`config.mk`:
```
export PLATFORM = sky130hd
export DESIGN_NAME = bus_sync_qualified_flat
export DESIGN_NICKNAME = d
export VERILOG_FILES = /design/src/rtl/bus_sync_qualified_if.sv /design/src/rtl/bus_sync_qualified.sv /design/src/flat_wrapper.sv
export SDC_FILE = /design/constraint.sdc
export NUM_CORES = 1
export LEC_CHECK = 0
export ABC_AREA = 1
export CORE_MARGIN = 2
export CORE_UTILIZATION = 57
export DETAILED_ROUTE_END_ITERATION = 8
export HOLD_SLACK_MARGIN = 0.12
export PLACE_DENSITY = 0.92
export SLEW_MARGIN = 25
export SYNTH_ARGS = -nofsm -noshare
export SYNTH_HDL_FRONTEND = slang
export SYNTH_SLANG_ARGS = --single-unit
```
`constraint.sdc`:
```
create_clock -name clk -period 3.8 [get_ports clk]
set_input_delay 0.57 -clock clk [delete_from_list [all_inputs] [get_ports clk]]
set_output_delay 0.57 -clock clk [all_outputs]
set_load 0.03 [all_outputs]
```
`src/rtl/bus_sync_qualified_if.sv`:
```
// ---------------------------------------------------------------------------
// bus_sync_qualified_if
// Groups the bus-side signals of bus_sync_qualified.
//   en        : commit enable (low holds data_out, qualification continues)
//   data_in   : asynchronous source-domain bus
//   data_out  : qualified, coherent synchronized bus
//   data_chg  : one-cycle pulse the cycle after data_out updates
//   busy      : a pending value differs from data_out or is still settling
//   rej_cnt   : saturating count of candidates discarded before commit
// Modports: master drives en/data_in, slave (the synchronizer) drives the rest.
// Handshake: there is no valid/ready pair; data_in is sampled on every clk
// edge and data_chg is the only qualifier of data_out, one cycle wide.
// ---------------------------------------------------------------------------
interface bus_sync_qualified_if #(
    parameter int DATAWTH = 8,
    parameter int REJWTH  = 8
);
    logic               en;
    logic [DATAWTH-1:0] data_in;
    logic [DATAWTH-1:0] data_out;
    logic               data_chg;
    logic               busy;
    logic [REJWTH-1:0]  rej_cnt;

    modport master (
        output en, data_in,
        input  data_out, data_chg, busy, rej_cnt
    );

    modport slave (
        input  en, data_in,
        output data_out, data_chg, busy, rej_cnt
    );
endinterface

```
`src/rtl/bus_sync_qualified.sv`:
```
// ---------------------------------------------------------------------------
// bus_sync_qualified
// Brings an asynchronous multi-bit bus into the clk domain through an
// NUMSTGS-deep flop chain, then publishes a new word on data_out only after
// the synchronized word has been stable for STBLCNT consecutive compares.
// Ports:
//   clk      : destination-domain clock, rising edge
//   reset_n  : asynchronous active-low reset
//   bus      : bus_sync_qualified_if.slave (en, data_in in; data_out,
//              data_chg, busy, rej_cnt out)
// ---------------------------------------------------------------------------
module bus_sync_qualified #(
    parameter int                 DATAWTH = 8,
    parameter int                 NUMSTGS = 2,
    parameter int                 STBLCNT = 3,
    parameter logic [DATAWTH-1:0] RSTVAL  = '0,
    parameter int                 REJWTH  = 8
) (
    input  logic                 clk,
    input  logic                 reset_n,
    bus_sync_qualified_if.slave  bus
);
    localparam int                CNTW    = (STBLCNT < 1) ? 1 : $clog2(STBLCNT + 1);
    localparam logic [CNTW-1:0]   CNT_MAX = CNTW'(STBLCNT);
    localparam logic [CNTW-1:0]   CNT_THR = CNTW'(STBLCNT - 1);
    localparam logic [REJWTH-1:0] REJ_MAX = '1;

    logic [DATAWTH-1:0] stage_q [NUMSTGS];
    logic [DATAWTH-1:0] s;

    logic [DATAWTH-1:0] cand_q, cand_d;
    logic [CNTW-1:0]    cnt_q, cnt_d;
    logic [DATAWTH-1:0] dout_q, dout_d;
    logic               chg_q, chg_d;
    logic [REJWTH-1:0]  rej_q, rej_d;
    logic               commit;

    assign s = stage_q[NUMSTGS-1];

    // Plain synchronizer chain, one word per stage.
    always_ff @(posedge clk or negedge reset_n) begin
        if (!reset_n) begin
            for (int i = 0; i < NUMSTGS; i++) stage_q[i] <= RSTVAL;
        end else begin
            stage_q[0] <= bus.data_in;
            for (int i = 1; i < NUMSTGS; i++) stage_q[i] <= stage_q[i-1];
        end
    end

    // cnt counts compares after the candidate loaded, so the threshold is
    // STBLCNT-1: the load edge itself is the first of the STBLCNT+1 cycles.
    assign commit = (s == cand_q) && (cnt_q >= CNT_THR) && bus.en && (cand_q != dout_q);

    always_comb begin
        cand_d = cand_q;
        cnt_d  = cnt_q;
        rej_d  = rej_q;
        dout_d = dout_q;
        chg_d  = 1'b0;
        if (s != cand_q) begin
            cand_d = s;
            cnt_d  = '0;
            // Only a candidate that was heading for publication counts as rejected.
            if ((cand_q != dout_q) && (rej_q != REJ_MAX)) rej_d = rej_q + REJWTH'(1);
        end else if (cnt_q < CNT_MAX) begin
            cnt_d = cnt_q + CNTW'(1);
        end
        if (commit) begin
            dout_d = cand_q;
            chg_d  = 1'b1;
        end
    end

    always_ff @(posedge clk or negedge reset_n) begin
        if (!reset_n) begin
            cand_q <= RSTVAL;
            cnt_q  <= '0;
            dout_q <= RSTVAL;
            chg_q  <= 1'b0;
            rej_q  <= '0;
        end else begin
            cand_q <= cand_d;
            cnt_q  <= cnt_d;
            dout_q <= dout_d;
            chg_q  <= chg_d;
            rej_q  <= rej_d;
        end
    end

    assign bus.data_out = dout_q;
    assign bus.data_chg = chg_q;
    assign bus.rej_cnt  = rej_q;
    assign bus.busy     = (cand_q != dout_q) || (s != cand_q);
endmodule

```
`src/flat_wrapper.sv`:
```
// flat-port wrapper written by rule: the top's interface ports become plain ports
module bus_sync_qualified_flat 
#(
    parameter int                 DATAWTH = 8,
    parameter int                 NUMSTGS = 2,
    parameter int                 STBLCNT = 3,
    parameter logic [DATAWTH-1:0] RSTVAL  = '0,
    parameter int                 REJWTH  = 8
)
  (clk, reset_n, bus_en, bus_data_in, bus_data_out, bus_data_chg, bus_busy, bus_rej_cnt);
  bus_sync_qualified_if #(.DATAWTH(DATAWTH), .REJWTH(REJWTH)) bus_i ();
  input  logic clk;
  input  logic reset_n;
  input wire logic [$bits(bus_i.en)-1:0] bus_en;
  input wire logic [$bits(bus_i.data_in)-1:0] bus_data_in;
  output wire logic [$bits(bus_i.data_out)-1:0] bus_data_out;
  output wire logic [$bits(bus_i.data_chg)-1:0] bus_data_chg;
  output wire logic [$bits(bus_i.busy)-1:0] bus_busy;
  output wire logic [$bits(bus_i.rej_cnt)-1:0] bus_rej_cnt;
  assign bus_i.en = bus_en;
  assign bus_i.data_in = bus_data_in;
  assign bus_data_out = bus_i.data_out;
  assign bus_data_chg = bus_i.data_chg;
  assign bus_busy = bus_i.busy;
  assign bus_rej_cnt = bus_i.rej_cnt;
  bus_sync_qualified #(.DATAWTH(DATAWTH), .NUMSTGS(NUMSTGS), .STBLCNT(STBLCNT), .RSTVAL(RSTVAL), .REJWTH(REJWTH)) u_core (.clk(clk), .reset_n(reset_n), .bus(bus_i));
endmodule
```
==> results.toml <==
[status]
outcome = "finished, final reports clean"

[clock_tree]
numCtsBuffers = 5
tritoncts = "built"
clk_pin_slew_ns = 0.13
clockBufferDepth = 2
clockRootBuffer = "clkbuf_4"
cts_resized = 0
insertion_delay_ns = 0.37
cts_setup_buffers = 0
cts_max_level = 2
cts_sinks = 43
cts-hold-fix-buffers = 0

[timing]
hold_viol = 0
finalMaxSlewViolations = 0
worst_pin_slew_ns = 0.460
finalCritPeriodShare_pct = 70.5
relSlewSlack_pct = 69.3
fmax_mhz = 373
setup_viol = 0
rsz0062_at_grt = "no"
layout_min_cycle_time_ns = 2.68
fin_skew_ns = 0.00949
tns_ns = 0

[yosys]
ys_warn_count = 0
syn_nets = 237
yosys-top-cells-area = "dfrtp_1 54%, nand2_1 15%, nand4_1 5.3%"
synth_edf_count = 0
ys_ff_latch = 43
ys_async_sr_fraction_pct = 100
ys_types = 26
syn_area_per_cell_sq_um = 8.93
syn_area_sq_um = 1990
post-synth-top-count-cell = "nand2_1"
synthTopCellsByCount = "80 x nand2_1, 43 x dfrtp_1, 26 x inv_1, 17 x nand4_1"
ys_seq_area_share_pct = 54.0
ys.flop_type = "dfrtp_1"
synth.top_cell.area_share_pct = 54.0
yosysTopAreaCell = "dfrtp_1"
netlist_instances = 223

[route]
wl_um = 3410
drc = 0
drtAntennaViolNets = 0
vias_per_cell = 4.97
drtPass1Iterations = 4
drt_iter0_markers = 107
vias = 1465
wl_per_cell_um = 11.6

[floorplanning]
die_area_sq_um = 3980
die_height_um = 63.1
die_w_um = 63.1
fp-row-count = 21
start_util_pct = 59.7
core-area_sq_um = 3340
io_pins = 29

[run]
drv_cap = 0

[global_routing]
grt_busiest_layer = "met2"
use_met3_pct = 5.89
grt_use_met2_pct = 28.7
overflow = 0
grt_usage_pct = 19.8
grtUsageMet1_pct = 26.9
grt_antenna_before_repair = 0
grt_first_pass_wirelength_um = 6070
grt_pass1_vias = 1362
grt_start_max_net_pins = 44

[critical_path]
crit_chain = "inv_1 -> nand2_1 -> nand2_2 -> nor2_4 -> nand2_4 -> nor2_8 -> nand3_1 -> clkdlybuf4s50_1"
reg2reg_depth = 7
crit_path_top_delay_cell = "clkdlybuf4s50_1"
worstPathMaxFanout = 10
crit_type = "flop to output port"
cpPeakStageDelay_ns = 0.60
cp-end-kind = "output port"
critical_path_required_ns = 3.23
startpoint_type = "flop"
cp_data_arrival_time_ns = 2.11

[power_and_ir_drop]
peakVddDrop_uv = 361
leakage_nw = 1.24
power_density_nw_per_um2 = 477

[final_layout]
multi_input_area_sq_um = 757
nNetsFinal = 262
regArea_sq_um = 1080
postLayoutCoreUtil_pct = 70.6
antenna_cells = 0
nFillCells = 258
syn2layout_area_growth_pct = 18.3
layout-drive-gt1-share_pct = 10.0

[placement]
dp_hpwl_um = 2410
gp_congestion = 0.814
io_buffers = 28

[min_path]
min_path_type = "input pin to async pin"
==> kinds of logic after synthesis <==
kind of cell | Yosys count | synth area share (%)
xor gates and xnor gates | 12 | 5.28
AOI/OAI and AO/OA | 3 | 0.879
buffers and inverters | 39 | 7.98
adders and majority gates | 3 | 1.88
and+or+nand+nor | 123 | 30.0
DFF | 43 | 54.0
==> report_power, final <==
group | internal (mW) | switching, mW | leakage [nW] | total (mW)
Sequential | 0.508 | 0.0586 | 0.530 | 0.566
Clock | 0.0706 | 0.151 | 0.0272 | 0.221
Combinational | 0.148 | 0.188 | 0.685 | 0.335
Total | 0.726 | 0.397 | 1.24 | 1.12
==> final timing paths <==
| path | startpoint | end | slack [ns] |
|---|---|---|---|
| setup / recovery | u_core.cand_q[0]$_DFFE_PN0P_ | bus_busy | 1.12 |
| hold / removal | reset_n | u_core.bus.data_out[4]$_DFFE_PN0P_ | 0.13 |
| setup reg to reg | u_core.bus.rej_cnt[0]$_DFFE_PN0P_ | u_core.bus.rej_cnt[7]$_DFFE_PN0P_ | 2.13 |
| hold reg to reg | u_core.stage_q[9]$_DFF_PN0_ | u_core.s[1]$_DFF_PN0_ | 0.36 |
| max in group asynchronous | reset_n | u_core.s[6]$_DFF_PN0_ | 3.19 |
| min in group clk | u_core.stage_q[9]$_DFF_PN0_ | u_core.s[1]$_DFF_PN0_ | 0.36 |
==> stage by stage <==
| step | hold slack [ns] | total power [mW] | cell area (sq um) | std cells | setup slack [ns] |
|---|---|---|---|---|---|
| after floorplan | 0.274 | 0.788 | 1990 | 223 | 1.98 |
| after global routing | 0.137 | 1.20 | 2360 | 295 | 0.984 |
| final | 0.133 | 1.12 | 2360 | 295 | 1.12 |
| after detailed placement | 0.335 | 0.908 | 2270 | 286 | 1.53 |
| after CTS | 0.347 | 1.13 | 2330 | 294 | 1.09 |
| after global placement | 0.332 | 0.898 | 2270 | 286 | 1.56 |
==> critical path, delay by kind of cell, from the launching register on <==
kind / cells / cell delay (ns)
simple gates: 6 / 0.61
buf+inv: 2 / 0.68
flops: 1 / 0.45
==> per-layer routing <==
metal  up-vias  routed length, um
met5         -                  0
met4         0                 76
met3         9                166
met2        33               1570
met1       687               1600
li1        736                  -
==> placed cells by master (no fill, tap or decap), drive strengths merged <==
cell           count
a21oi              1
buf                2
clkbuf             5
clkdlybuf4s50     27
clkinv             1
clkinvlp           2
dfrtp             43
ha                 3
inv               28
nand2             84
nand3              7
nand3b             1
nand4             17
nor2              13
nor3               1
o21a               1
o21ai              1
xnor2              7
xor2               5
==> state kept, by name (all words and copies together) (netlist names) <==
signal               cells
u_core.bus.data_chg      1
u_core.bus.data_out      8
u_core.bus.rej_cnt       8
u_core.cand_q            8
u_core.cnt_q             2
u_core.s                 8
u_core.stage_q           8
==> cell type report <==
type | count | share of cell area [%]
Tap cell | 46 | 2.44
Inverter | 28 | 4.46
Clock buffer | 5 | 1.59
Clock inverter | 3 | 0.850
Multi-Input combinational cell | 141 | 32.1
Sequential cell | 43 | 45.7
Timing Repair Buffer | 29 | 12.9
(Power assumes the default switching activity.)
